$ cat src/rtl/lcd_frame_feeder_pkg.sv
// lcd_frame_feeder_pkg: feeder state encoding and download-queue marker words shared with the downloader
package lcd_frame_feeder_pkg;

    typedef enum logic [1:0] {IDLE, SEEK_FRAME, WAIT_LINE, STREAM} t_state;

    localparam logic [16:0] MK_FRAME = 17'h10000;
    localparam logic [16:0] MK_ROW   = 17'h10001;
    localparam logic [16:0] MK_END   = 17'h1FFFF;

endpackage

$ cat src/rtl/lcd_frame_feeder.sv
// lcd_frame_feeder: pops markers/pixels from the download FIFO and aligns them to the LCD strobes
//   clk, reset_n                           clock, asynchronous active-low reset
//   queue_data_i, queue_empty, queue_rd_en FWFT FIFO head (bit16 = marker), empty flag, pop
//   lcd_frame_start, lcd_line_start        LCD vertical / line start pulses
//   lcd_pixel_req                          pixel strobe, at most one per clk
//   pixel_data, pixel_valid                registered pixel, one clk after each strobe
//   frame_rq                               one-clk start request to the downloader
//   underflow, sync_err                    sticky error flags, cleared on lcd_frame_start
module lcd_frame_feeder
    import lcd_frame_feeder_pkg::*;
#(
    parameter int          FRAME_WIDTH  = 480,
    parameter int          FRAME_HEIGHT = 272,
    parameter logic [15:0] FILL_COLOR   = 16'h0000
) (
    input  logic        clk,
    input  logic        reset_n,
    input  logic [16:0] queue_data_i,
    input  logic        queue_empty,
    output logic        queue_rd_en,
    input  logic        lcd_frame_start,
    input  logic        lcd_line_start,
    input  logic        lcd_pixel_req,
    output logic [15:0] pixel_data,
    output logic        pixel_valid,
    output logic        frame_rq,
    output logic        underflow,
    output logic        sync_err
);

    t_state      state;
    logic [10:0] col;
    logic [9:0]  row;
    logic        fill_only;
    logic        is_pix;
    logic        at_end;
    logic        last_col;
    logic        serve;

    // WAIT_LINE discards stray pixels while waiting; after the last row it only hunts for MK_END
    always_comb begin
        is_pix      = !queue_data_i[16];
        at_end      = row == 10'(FRAME_HEIGHT);
        last_col    = col == 11'(FRAME_WIDTH - 1);
        serve       = state == STREAM && lcd_pixel_req && !queue_empty && is_pix && !fill_only;
        queue_rd_en = serve || (!queue_empty && (state == SEEK_FRAME ||
                      (state == WAIT_LINE && (at_end ? (is_pix || queue_data_i == MK_END) :
                                             lcd_line_start ? queue_data_i == MK_ROW : is_pix))));
    end

    always_ff @(posedge clk or negedge reset_n) begin
        if (!reset_n) begin
            state       <= IDLE;
            col         <= '0;
            row         <= '0;
            fill_only   <= 1'b0;
            pixel_data  <= '0;
            pixel_valid <= 1'b0;
            frame_rq    <= 1'b0;
            underflow   <= 1'b0;
            sync_err    <= 1'b0;
        end else begin
            frame_rq    <= lcd_frame_start;
            pixel_valid <= lcd_pixel_req;
            if (lcd_pixel_req)
                pixel_data <= serve ? queue_data_i[15:0] : FILL_COLOR;
            if (lcd_frame_start) begin
                state     <= SEEK_FRAME;
                col       <= '0;
                row       <= '0;
                fill_only <= 1'b0;
                underflow <= 1'b0;
                // a finished frame still parked in WAIT_LINE never saw its MK_END
                sync_err  <= state == WAIT_LINE && at_end;
            end else begin
                case (state)
                    SEEK_FRAME:
                        if (queue_rd_en && queue_data_i == MK_FRAME) begin
                            state <= WAIT_LINE;
                            row   <= '0;
                        end
                    WAIT_LINE:
                        if (at_end) begin
                            if (queue_rd_en && queue_data_i == MK_END)
                                state <= IDLE;
                            if (queue_rd_en && is_pix)
                                sync_err <= 1'b1;
                        end else if (lcd_line_start) begin
                            col       <= '0;
                            state     <= STREAM;
                            fill_only <= !queue_rd_en;
                            if (!queue_rd_en)
                                sync_err <= 1'b1;
                        end else if (queue_rd_en) begin
                            sync_err <= 1'b1;
                        end
                    STREAM:
                        if (lcd_pixel_req) begin
                            if (queue_empty)
                                underflow <= 1'b1;
                            else if (!is_pix)
                                sync_err <= 1'b1;
                            col <= last_col ? '0 : col + 11'd1;
                            if (last_col) begin
                                row   <= row + 10'd1;
                                state <= WAIT_LINE;
                            end
                        end
                    default: ;
                endcase
            end
        end
    end

endmodule

$ cat config.mk
export PLATFORM = sky130hd
export DESIGN_NAME = lcd_frame_feeder
export DESIGN_NICKNAME = d
export VERILOG_FILES = /design/src/rtl/lcd_frame_feeder_pkg.sv /design/src/rtl/lcd_frame_feeder.sv
export SDC_FILE = /design/constraint.sdc
export NUM_CORES = 1
export LEC_CHECK = 0
export BUFFER_PORTS_ARGS = -buffer_cell sky130_fd_sc_hd__buf_2
export CAP_MARGIN = 5
export CORE_ASPECT_RATIO = 0.7
export CORE_MARGIN = 5
export CORE_UTILIZATION = 55
export DETAILED_ROUTE_END_ITERATION = 10
export GPL_ROUTABILITY_DRIVEN = 1
export PLACE_DENSITY = 0.79
export SETUP_SLACK_MARGIN = 0.15
export SKIP_LAST_GASP = 1
export SLEW_MARGIN = 20
export SYNTH_ARGS = -nofsm -noshare
export SYNTH_HDL_FRONTEND = slang
export SYNTH_SLANG_ARGS = --single-unit
$ cat constraint.sdc
create_clock -name clk -period 2.7 [get_ports clk]
set_clock_uncertainty 0.05 [all_clocks]
set_input_delay 0.54 -clock clk [delete_from_list [all_inputs] [get_ports clk]]
set_output_delay 0.54 -clock clk [all_outputs]
set_load 0.005 [all_outputs]
# After elaboration in Yosys (flattened, before gate mapping)
# Cells that the tools add are included.
# W data, S select, Z words.
# word_totals
out_inout_bits	21
regBits	44
word_cells	103
# op_classes
eq_ne	21
n_addsub	2
muxes	40
n_reduce_logical	31
# ops
operator	n
$mux W11	5
$eq A17 B17 Y1 const B	3
$mux W10	4
$pmux W11 S2	1
$pmux W10 S2	1
$mux W1	19
$ne A3 B3 Y1 const B	6
$mux W16	1
$mux W2	7
$add A11 B1 Y11 const B	1
$eq A11 B9 Y1 const B	1
$add A10 B1 Y10 const B	1
$eq A10 B9 Y1 const B	1
$logic_and A1 B1 Y1	10
$ne A5 B5 Y1 const B	2
$reduce_bool A2 Y1	5
$ne A4 B3 Y1 const B	2
$reduce_and A4 Y1	2
$reduce_and A7 Y1	1
$pmux W2 S3	1
$reduce_and A3 Y1	2
$reduce_and A6 Y1	1
$reduce_bool A3 Y1	2
$eq A2 B2 Y1 const B	2
other kinds (8)	13

# Logic depth before layout (Yosys ltp)
# Gate-level depths: netlist of the first run.
# depth
depth_word	12
ltp_mapped	10
mapped_depth_nobuf	8

# Worst setup path after synthesis of the first run
# Ideal clock, no wire load.
# synth_timing
kind	input to register
start	input queue_data_i[11]
end	register row[6]
arrival_time_ns	1.885
setup_slack_ns	0.638
path_stages	7
setup_time_ns	0.127
path_buffers	1
path_cell_list	nor4_1 nand4_1 o41ai_4 a31oi_1 buf_4 o21ai_1 o31ai_1
# synth_via
elab_chain_len	10
word_cells_on_any_way	13
# synth_rtl
element	line_no	rtl
start: declaration	lcd_frame_feeder.sv:18	input logic [16:0] queue_data_i,
$eq A17 B17 Y1 (on tied branches)	lcd_frame_feeder.sv:48, lcd_frame_feeder.sv:47	
$mux W1 or $logic_or A1 B1 Y1 (tied branches)	lcd_frame_feeder.sv:48, lcd_frame_feeder.sv:47	
$mux W1	lcd_frame_feeder.sv:47	(state == WAIT_LINE && (at_end ? (is_pix || queue_data_i == MK_END) :
$logic_and A1 B1 Y1	lcd_frame_feeder.sv:47	
$logic_or A1 B1 Y1	lcd_frame_feeder.sv:46	queue_rd_en = serve || (!queue_empty && (state == SEEK_FRAME ||
$logic_and A1 B1 Y1	lcd_frame_feeder.sv:46	
$logic_or A1 B1 Y1	lcd_frame_feeder.sv:46	
$logic_and A1 B1 Y1 (*)	lcd_frame_feeder.sv:78	if (queue_rd_en && queue_data_i == MK_FRAME) begin
$ne A3 B2 Y1 (no source line) (*)	-	
$reduce_and A4 Y1 (no source line) (*)	-	
end signal: assignment	lcd_frame_feeder.sv:105	row <= row + 10'd1;
end: declaration	lcd_frame_feeder.sv:33	logic [9:0] row;
# Mark *: on every way between the ends. The rest lies on a longest branch, timed or not.
# A chain may end at the register's enable or synchronous reset.

# Final worst setup path of the first run
# layout_timing
start	register row[5]
end	output queue_rd_en
# layout_via
elab_chain_len	6
# layout_rtl
element	line_no	rtl
$eq A10 B9 Y1	lcd_frame_feeder.sv:43	at_end = row == 10'(FRAME_HEIGHT);
$mux W1	lcd_frame_feeder.sv:47	
$logic_and A1 B1 Y1	lcd_frame_feeder.sv:47	
$logic_or A1 B1 Y1	lcd_frame_feeder.sv:46	
$logic_and A1 B1 Y1	lcd_frame_feeder.sv:46	
$logic_or A1 B1 Y1	lcd_frame_feeder.sv:46	
end: declaration	lcd_frame_feeder.sv:20	output logic queue_rd_en,
# No other way between the ends.

==> key figures, run 1 <==
Run status
  – Run status: complete, no violations

Clock network
  – CTS Sinks: 44
  – Worst-Skew Late Latency: 0.30 ns
  – Max Root-Sink Buffers: 2
  – Clock H-tree levels: 2
  – TritonCTS clock tree: built
  – Clk root buf: clkbuf_8
  – TritonCTS Buffers: 5
  – CTS Hold Bufs: 0
  – Reg clk slew, reported paths: 0.09 ns

Job
  – Maxcap violations: 0

Yosys
  – List of most frequent post-synthesis cells: dfrtp_1, nand2_1, nor2_1
  – Share of synthesized registers carrying an async set or reset: 100%
  – Post-synth cell types: 45
  – Syn Area/Cell: 9.37 µm²
  – Post-synthesis sequential area ratio: 46.3%
  – EDFF count, synth: 0
  – Synth Flop Type: dfrtp_1
  – Most common cell in the netlist: dfrtp_1
  – Post-synth top area cell: dfrtp_1
  – Mapped cell area: 2380 µm²
  – Yosys warning total: 0
  – Synth area leaders: dfrtp_1, a22o_1, o21ai_0, nand2_1, ha_1
  – Post-Synthesis Cells: 254
  – Number of synthesized register bits: 44
  – Syn_nets: 283
  – Share of the synthesized area in the top cell type: 46.3%

Worst setup path
  – Worst setup EP type: primary output
  – Critical path launch point type: flop
  – Cell chain of the critical path: nor3_1 > and3_2 > a21oi_2 > nand2_1 > o211ai_1 > o21ai_0 > buf_2
  – Register-to-Register Path Depth: 7
  – CP max FO: 9
  – Crit Path Class: flop to primary output
  – CP delay by family, top: simple AND/OR/NAND/NOR gates
  – Required time of the critical path: 2.11 ns
  – Crit path buffers/inverters: 1
  – Crit path largest cell delay: 0.49 ns
  – Reg2reg start: col[0]
  – CP arrival: 1.84 ns
  – R2R setup slack: between 0.3 and 0.4 ns
  – R2r endpoint: row[2]
  – Critical Path Slowest Stage Cell: dfrtp_1

Floorplanning
  – Top Ports: 44
  – Die Wd: 88.6 µm
  – Die height: 65.0 µm
  – Row count: 20
  – Core area: 4250 µm²
  – Initial Util: 55.9%
  – Die area: 5760 µm²

STA
  – Fin. Hold Viols: 0
  – Setup TNS Final: 0 ns
  – Tcrit/Tclk final: about 90%
  – Unrepaired setup endpoints after global routing: yes
  – Final Critical Period: 2.43 ns
  – Highest Clock Rate: between 0.4 and 0.5 GHz
  – Slew margin rel.: 39.6%
  – Slew Limit Fails: 0
  – Setup violators final: 0
  – Worst slew pin tran: around 0.9 ns

Place
  – Placed cell area: 2680 µm²
  – Routability Congestion: 0.899
  – Dpl hpwl: around 4400 µm
  – Input/output buffers: between 40 and 50

Drt
  – Drt drc: 0
  – Pre-antenna DRT Iters: 5
  – Post-Route WL: 5970 µm
  – DR WL/cell: 16.7 µm
  – Post-route ant nets: 0
  – Post-DR vias/cell: 6.27
  – Via count: 2,244
  – Detailed Route Iter0 Violations: 219

Global route
  – Initial antenna violation count: 0
  – Largest net degree at the start of global routing: 28
  – GRT Total Usage: 22.7%
  – Overflow after GRT: 0
  – Vias in the first global route: 2,038
  – Wire length of the first global-routing pass: 10,100 µm

Layout
  – Syn-to-layout area delta: 18.5%
  – Final nets: ~330
  – Layout cells sized above 1: approximately a quarter
  – Layout Cell Area excl Fill: roughly 2800 µm²
  – Antenna diode count: 0

Power
  – Clock share of power: 27.8%
  – Sequential share of power: 40.8%
  – Switching Power: 612 µW
  – Internal power: roughly 1200 µW
  – Leak Pwr: around 0.0013 µW
  – Maximum vdd ir drop: 395 µV
  – Switching Share: about a third
  – PD cells: 643 nW/µm²
  – Gate power share: 31.3%

Min path
  – HP Class: input port to async pin
## state kept, by name (all words and copies together), names as in the netlist
register,cells
sync_err,1
state,2
underflow,1
row,10
fill_only,1
pixel_valid,1
frame_rq,1
pixel_data,16
col,11
## worst reg2reg max path, stage by stage, from the launching register on
cell      delay (ns)
dfrtp_1         0.40
ha_1            0.25
nand4_2         0.22
nor4_2          0.44
nand2b_1        0.19
a31oi_1         0.32
o21ai_0         0.25
o21ai_0         0.10
## repair_timing
item | CTS | global route
endpoints found under the setup margin | 0 | 3
buffers inserted | 0 | 1
gates resized for setup | 0 | 5
## cell type report
class,count,area [µm²]
Clock buffer,5,68.8
Clock inverter,3,42.5
Fill cell,359,1440
Inverter,10,37.5
Multi-Input combinational cell,189,1220
Sequential cell,44,1100
Tap cell,55,68.8
Timing Repair Buffer,52,283
## cells in the final DEF (no fill, tap or decap), types with 3 or more instances in the layout
cell       n
dfrtp_1   44
buf_2     43
nand2_1   21
nor2_1    20
o21ai_0   17
a22o_1    17
o21ai_1   11
nand4_1   10
nand3_1   10
inv_1      9
o31ai_1    9
buf_4      9
a31oi_1    7
a21oi_1    7
nor2b_1    5
nand2b_1   5
ha_1       5
clkbuf_8   5
nor4_1     4
and3_1     4
o41ai_1    4
nor3_1     3
## routing by layer
metal / part of all wire [%] / global-route usage (%) / routed length, µm
met5: 0 / 0 / 0
met4: 1.2 / 7.74 / 72
met3: 7.1 / 4.07 / 425
met2: 44 / 32.4 / 2620
met1: 48 / 34.3 / 2850
## stage by stage
| stage | instances | hold WS (ns) | total power, µW | worst slack [ns] | utilization [%] |
|---|---|---|---|---|---|
| 2_1_floorplan | 254 | 0.194 | 1100 | 0.638 | - |
| 3_3_place_gp | 349 | 0.420 | 1280 | 0.375 | 63.1 |
| 3_5_place_dp | 349 | 0.422 | 1300 | 0.344 | 63.1 |
| 4_1_cts | 357 | 0.118 | 1810 | 0.159 | 65.7 |
| 5_1_grt | 358 | 0.135 | 1920 | 0.113 | 66.3 |
| 6_report | 358 | 0.108 | 1810 | 0.272 | 66.3 |
## cells by family after synthesis
logic type      synth area share, %
buf+inv                        3.58
flops                          46.3
simple gates                   22.8
fa+ha+maj                      3.15
compound gates                 24.2
## power by group through the flow
stage                     clock network (µW)  logic (µW)  registers, µW
after floorplan                            0         358            744
after global placement                     0         530            749
after detailed placement                   0         551            752
after CTS                                513         558            739
after global routing                     546         625            747
final                                    505         568            741
## how the worst max path moves through the flow
stage	from	slack, ns	cells past startpoint	end
final	row[5]	0.27	7	queue_rd_en
after global routing	state[0]	0.11	7	queue_rd_en
after CTS	state[0]	0.16	6	queue_rd_en
after detailed placement	queue_data_i[7]	0.34	7	queue_rd_en
after global placement	queue_data_i[7]	0.38	7	queue_rd_en
after floorplan	queue_data_i[11]	0.64	7	row[6]
No activity file was read; power rests on OpenSTA's default activity.
==> inputs of run 2 (changes only) <==
- CELL_PAD_IN_SITES_DETAIL_PLACEMENT: unset -> 1
- CELL_PAD_IN_SITES_GLOBAL_PLACEMENT: unset -> 1
- CORE_UTILIZATION: 55 -> 42
- GPL_TIMING_DRIVEN: unset -> 0
- PLACE_DENSITY: 0.79 -> unset
- PLACE_DENSITY_LB_ADDON: unset -> 0.1
==> run 2 against run 1 <==
Hold slack gained 0.072 ns. Global-route usage decreased by 3.3 points. Core utilization decreased by 14 points. Sequential power shrank 0.7%. Clock power decreased by 14%. Die area is 27% higher. Power is 4.7% lower. Sequential share of layout area shrank 0.14 points. Critical endpoint unchanged. Largest cell class unchanged.
==> key figures, run 2 (synthesized netlist as in run 1, its figures left out) <==
Layout
  – Max reg flops: 16 (unchanged)
  – Commonest non-fill, non-tap cell in the layout: dfrtp_1 (unchanged)
  – Layout Cell Area excl Fill: 2830 µm² (was 2820 µm²)
  – Antenna diode count: 0 (unchanged)
  – Commonest cells after routing, fill and taps aside: dfrtp_1, buf_2, nand2_1 (unchanged)
  – Final nets: 334 (was 331)
  – Biggest register: pixel_data (unchanged)
  – Layout cells sized above 1: 24.2% (was 24.4%)
  – Syn-to-layout area delta: 18.9% (was 18.5%)
  – Biggest regs: pixel_data: 16 flops, col: 11 flops, row: 10 flops (unchanged)

Drt
  – Post-route ant nets: 0 (unchanged)
  – Pre-antenna DRT Iters: 4 (was 5)
  – Post-DR vias/cell: 5.97 (was 6.27)
  – Via count: 2,257 (was 2,244)
  – Detailed Route Iter0 Violations: 76 (was 219)
  – Post-Route WL: 6790 µm (was 5970 µm)
  – DR WL/cell: 18.0 µm (was 16.7 µm)
  – Drt drc: 0 (unchanged)

Min path
  – HP Class: input port to async pin (unchanged)

Worst setup path
  – Crit Path Class: flop to primary output (unchanged)
  – Reg2reg start: state[0] (was col[0])
  – R2r endpoint: col[6] (was row[2])
  – CP max FO: 4 (was 9)
  – Setup crit start: row[1] (was row[5])
  – Required time of the critical path: 2.11 ns (about the same)
  – CP arrival: 1.86 ns (was 1.84 ns)
  – R2R setup slack: 0.40 ns (was 0.37 ns)
  – Setup crit end: queue_rd_en (unchanged)
  – Critical path launch point type: flop (unchanged)
  – Worst setup EP type: primary output (unchanged)
  – Register-to-Register Path Depth: 10 (was 7)

Floorplanning
  – Top Ports: 44 (unchanged)
  – Core area: 5370 µm² (was 4250 µm²)
  – Die area: 7300 µm² (was 5760 µm²)
  – Row count: 22 (was 20)
  – Die height: 73.0 µm (was 65.0 µm)
  – Initial Util: 44.3% (was 55.9%)
  – Die Wd: 100 µm (was 88.6 µm)

Clock network
  – CTS Sinks: 44 (unchanged)
  – Clock H-tree levels: 2 (unchanged)
  – TritonCTS Buffers: 5 (unchanged)
  – Max Root-Sink Buffers: 2 (unchanged)
  – Reg clk slew, reported paths: 0.08 ns (was 0.09 ns)
  – TritonCTS clock tree: built (unchanged)
  – Worst-Skew Late Latency: 0.29 ns (was 0.30 ns)
  – Clk root buf: clkbuf_8 (unchanged)

Global route
  – Vias in the first global route: 2,249 (was 2,038)
  – Largest net degree at the start of global routing: 45 (was 28)
  – Initial antenna violation count: 0 (unchanged)
  – GRT Total Usage: 19.4% (was 22.7%)
  – Wire length of the first global-routing pass: 11,400 µm (was 10,100 µm)
  – Overflow after GRT: 0 (unchanged)

Place
  – Routability Congestion: 0.829 (was 0.899)
  – Dpl hpwl: 5020 µm (was 4400 µm)
  – Placed cell area: 2680 µm² (about the same)
  – Setup slack at placement: 0.125 ns (was 0.344 ns)
  – Input/output buffers: 42 (was 43)

STA
  – Unrepaired setup endpoints after global routing: yes (unchanged)
  – Slew Limit Fails: 0 (unchanged)
  – Tcrit/Tclk final: 90.9% (was 89.9%)
  – Fin. Hold Viols: 0 (unchanged)
  – Setup TNS Final: 0 ns (unchanged)
  – Highest Clock Rate: 0.407 GHz (was 0.412 GHz)
  – Setup violators final: 0 (unchanged)
  – Worst slew pin tran: 0.987 ns (was 0.902 ns)
  – Slew margin rel.: 33.6% (was 39.6%)
  – Final Worst Setup Slack: 0.245 ns (was 0.272 ns)
  – Final Critical Period: 2.45 ns (was 2.43 ns)

Power
  – Leak Pwr: 0.00129 µW (was 0.00130 µW)
  – Maximum vdd ir drop: 288 µV (was 395 µV)
  – PD cells: 611 nW/µm² (was 643 nW/µm²)

Job
  – Maxcap violations: 0 (unchanged)

Run status
  – Run status: complete, no violations (unchanged)
[run 2: where the power goes]
| group | switching (µW) | total, µW | internal (µW) |
|---|---|---|---|
| combinational | 349 | 560 | 211 |
| sequential | 33.5 | 736 | 702 |
| clock | 229 | 433 | 205 |
| total | 611 | 1730 | 1120 |
[run 2: worst min-delay path by stage]
stage | end | slack [ns]
3_5_place_dp | col[10] | 0.42
4_1_cts | pixel_valid | 0.37
2_1_floorplan | col[0] | 0.19
5_1_grt | col[9] | 0.22
6_report | col[9] | 0.18
3_3_place_gp | col[10] | 0.42
[run 2: routing by layer]
layer  track usage, %  vias up  wire [µm]
li1                 -     1065          -
met1             28.1     1149       3360
met2             30.8       41       3090
met3             4.01        2        323
met4             2.69        0         25
met5                0        -          0
[run 2: metrics by stage]
stage | total power [µW] | hold slack (ns) | utilization (%) | cells
2_1_floorplan | 1100 | 0.194 | - | 254
3_3_place_gp | 1280 | 0.422 | 49.9 | 368
3_5_place_dp | 1290 | 0.424 | 49.9 | 368
4_1_cts | 1740 | 0.368 | 51.9 | 376
5_1_grt | 1850 | 0.217 | 52.7 | 378
6_report | 1730 | 0.180 | 52.7 | 378
[run 2: final cells by class]
class	count	area, µm²
plain buffers	11	56.3
clock inverters	2	10.0
clock buffers	6	82.6
repair buffers	44	228
inverters	10	37.5
fillers	667	2540
flip-flops and latches	44	1100
well taps	72	90.1
multi-input cells	189	1220
[run 2: what timing repair did]
action	CTS	global route
endpoints found under the setup margin	7	13
hold buffers	0	0
gates resized for setup	5	10
buffers inserted	0	2
[run 2: worst max-delay path, stage by stage (launching register included)]
cell	delay, ns
dfrtp_1	0.40
inv_1	0.06
ha_1	0.19
nor2b_2	0.17
and3_4	0.17
a21oi_2	0.15
nand2_1	0.07
o211ai_1	0.10
o21ai_0	0.11
buf_2	0.15
==> inputs of run 3 (changes only) <==
- CORE_UTILIZATION: 42 -> 45
- SETUP_SLACK_MARGIN: 0.15 -> 0.05
- clock period: 2.7 -> 3.1 ns (I/O delays scaled with it)
==> run 3 against run 2 <==
Cell count down 0.53%. Count of clock-buffer cells in the layout unchanged. Largest cell class unchanged. Global-route usage up 0.52 points. Sequential cell count unchanged.
==> key figures, run 3 (synthesized netlist as in run 1, its figures left out) <==
STA
  – Worst slew pin tran: 0.690 ns (was 0.987 ns)
  – Slew margin rel.: 53.6% (was 33.6%)
  – Final Critical Period: 2.80 ns
  – Unrepaired setup endpoints after global routing: no (was yes)
  – Setup violators final: 0 (unchanged)
  – Fin. Hold Viols: 0 (unchanged)
  – Highest Clock Rate: 0.357 GHz
  – Slew Limit Fails: 0 (unchanged)
  – Setup TNS Final: 0 ns (unchanged)
  – Final Worst Setup Slack: 0.300 ns (was 0.245 ns)
  – Tcrit/Tclk final: 90.3%

Place
  – Routability Congestion: 0.832 (was 0.829)
  – Setup slack at placement: 0.498 ns (was 0.125 ns)
  – Input/output buffers: 42 (unchanged)
  – Dpl hpwl: 4720 µm (was 5020 µm)
  – Placed cell area: 2680 µm² (unchanged)

Worst setup path
  – Crit Path Class: flop to primary output (unchanged)
  – R2R setup slack: 0.46 ns (was 0.40 ns)
  – Crit path largest cell delay: 0.42 ns (was 0.40 ns)
  – CP arrival: 2.13 ns (was 1.86 ns)
  – Critical Path Slowest Stage Cell: dfrtp_1 (unchanged)
  – Critical path launch point type: flop (unchanged)
  – Reg2reg start: state[0] (unchanged)
  – R2r endpoint: col[8] (was col[6])
  – Required time of the critical path: 2.43 ns (was 2.11 ns)
  – Register-to-Register Path Depth: 10 (unchanged)
  – Worst setup EP type: primary output (unchanged)
  – CP max FO: 8 (was 4)
  – Cell chain of the critical path: clkbuf_1 > inv_1 > ha_1 > clkbuf_1 > inv_1 > nor2_1 > o211ai_1 > o21ai_0 > buf_2 (was inv_1 > ha_1 > nor2b_2 > and3_4 > a21oi_2 > nand2_1 > o211ai_1 > o21ai_0 > buf_2)
  – Crit path buffers/inverters: 5 (was 2)
  – CP delay by family, top: buffers and inverters (was simple AND/OR/NAND/NOR gates)

Global route
  – Initial antenna violation count: 0 (unchanged)
  – Overflow after GRT: 0 (unchanged)
  – Wire length of the first global-routing pass: 11,200 µm (was 11,400 µm)
  – Largest net degree at the start of global routing: 45 (unchanged)
  – Vias in the first global route: 2,230 (was 2,249)
  – GRT Total Usage: 19.9% (was 19.4%)

Drt
  – Post-route ant nets: 0 (unchanged)
  – Detailed Route Iter0 Violations: 87 (was 76)
  – Pre-antenna DRT Iters: 4 (unchanged)
  – Post-Route WL: 6440 µm (was 6790 µm)
  – Via count: 2,186 (was 2,257)
  – Drt drc: 0 (unchanged)
  – Post-DR vias/cell: 5.81 (was 5.97)
  – DR WL/cell: 17.1 µm (was 18.0 µm)

Clock network
  – Worst-Skew Late Latency: 0.30 ns (was 0.29 ns)
  – Clock H-tree levels: 2 (unchanged)
  – Max Root-Sink Buffers: 2 (unchanged)
  – TritonCTS clock tree: built (unchanged)
  – CTS Sinks: 44 (unchanged)
  – Post-CTS Setup Bufs: 0 (unchanged)
  – Reg clk slew, reported paths: 0.09 ns (was 0.08 ns)
  – CTS Hold Bufs: 0 (unchanged)
  – Clk root buf: clkbuf_8 (unchanged)
  – PostCTS Resize Cnt: 0 (was 5)
  – TritonCTS Buffers: 5 (unchanged)

Layout
  – Syn-to-layout area delta: 17.5% (was 18.9%)
  – Final nets: 332 (was 334)
  – Layout cells sized above 1: 20.1% (was 24.2%)
  – Biggest regs: pixel_data: 16 flops, col: 11 flops, row: 10 flops (unchanged)
  – Layout Cell Area excl Fill: 2800 µm² (was 2830 µm²)
  – Commonest cells after routing, fill and taps aside: dfrtp_1, buf_2, nand2_1 (unchanged)
  – Biggest register: pixel_data (unchanged)
  – Commonest non-fill, non-tap cell in the layout: dfrtp_1 (unchanged)
  – Fillcell total: 644 (was 667)
  – Antenna diode count: 0 (unchanged)
  – Max reg flops: 16 (unchanged)

Floorplanning
  – Row count: 22 (unchanged)
  – Die height: 70.8 µm (was 73.0 µm)
  – Initial Util: 46.0% (was 44.3%)
  – Die area: 6870 µm² (was 7300 µm²)
  – Top Ports: 44 (unchanged)
  – Core area: 5170 µm² (was 5370 µm²)
  – Die Wd: 96.9 µm (was 100 µm)

Power
  – Total power: 1550 µW (was 1730 µW)
  – PD cells: 555 nW/µm² (was 611 nW/µm²)
  – Leak Pwr: 0.00128 µW (was 0.00129 µW)
  – Maximum vdd ir drop: 253 µV (was 288 µV)

Run status
  – Run status: complete, no violations (unchanged)

Min path
  – HP Class: input port to async pin (unchanged)

Job
  – Maxcap violations: 0 (unchanged)
==> run 3: cell types whose count changed in the layout (fill, tap and decap cells not counted), moves of 2 or more <==
cell,before,now
nor2b_1,3,5
clkbuf_4,2,0
buf_4,4,2
clkbuf_1,5,9
nor2b_2,2,0
==> run 3: area by class of cell <==
class | count | area [µm²] | area share, %
plain buffers | 11 | 47.5 | 1.70
clock buffers | 6 | 72.6 | 2.60
clock inverters | 2 | 35.0 | 1.25
inverters | 10 | 37.5 | 1.34
multi-input cells | 189 | 1200 | 42.9
flip-flops and latches | 44 | 1100 | 39.4
well taps | 72 | 90.1 | 3.22
repair buffers | 42 | 213 | 7.61
==> run 3: report_power, final <==
part           internal (µW)  total (µW)  switching (µW)
combinational            175         472             297
clock                    239         440             200
sequential               612         640            28.3
==> run 3: how the worst max path moves through the flow <==
stage | startpoint | to | slack (ns) | depth (start not counted)
2_1_floorplan | queue_data_i[11] | row[6] | 0.96 | 7
3_3_place_gp | queue_data_i[0] | queue_rd_en | 0.50 | 8
3_5_place_dp | queue_data_i[0] | queue_rd_en | 0.50 | 8
4_1_cts | state[0] | queue_rd_en | 0.29 | 9
5_1_grt | state[0] | queue_rd_en | 0.09 | 9
6_report | state[0] | queue_rd_en | 0.30 | 9
==> run 3: layer usage <==
metal | routed length (µm) | vias up | GRT usage [%]
li1 | - | 1060 | -
met1 | 3320 | 1083 | 28.9
met2 | 2810 | 36 | 30.0
met3 | 227 | 7 | 4.53
met4 | 74 | 0 | 5.61
met5 | 0 | - | 0
==> run 3: per-stage QoR <==
stage | utilization (%) | std cells | hold slack, ns
3_3_place_gp | 51.8 | 368 | 0.417
2_1_floorplan | - | 254 | 0.274
6_report | 54.0 | 376 | 0.263
5_1_grt | 54.0 | 376 | 0.296
3_5_place_dp | 51.8 | 368 | 0.427
4_1_cts | 53.9 | 376 | 0.442
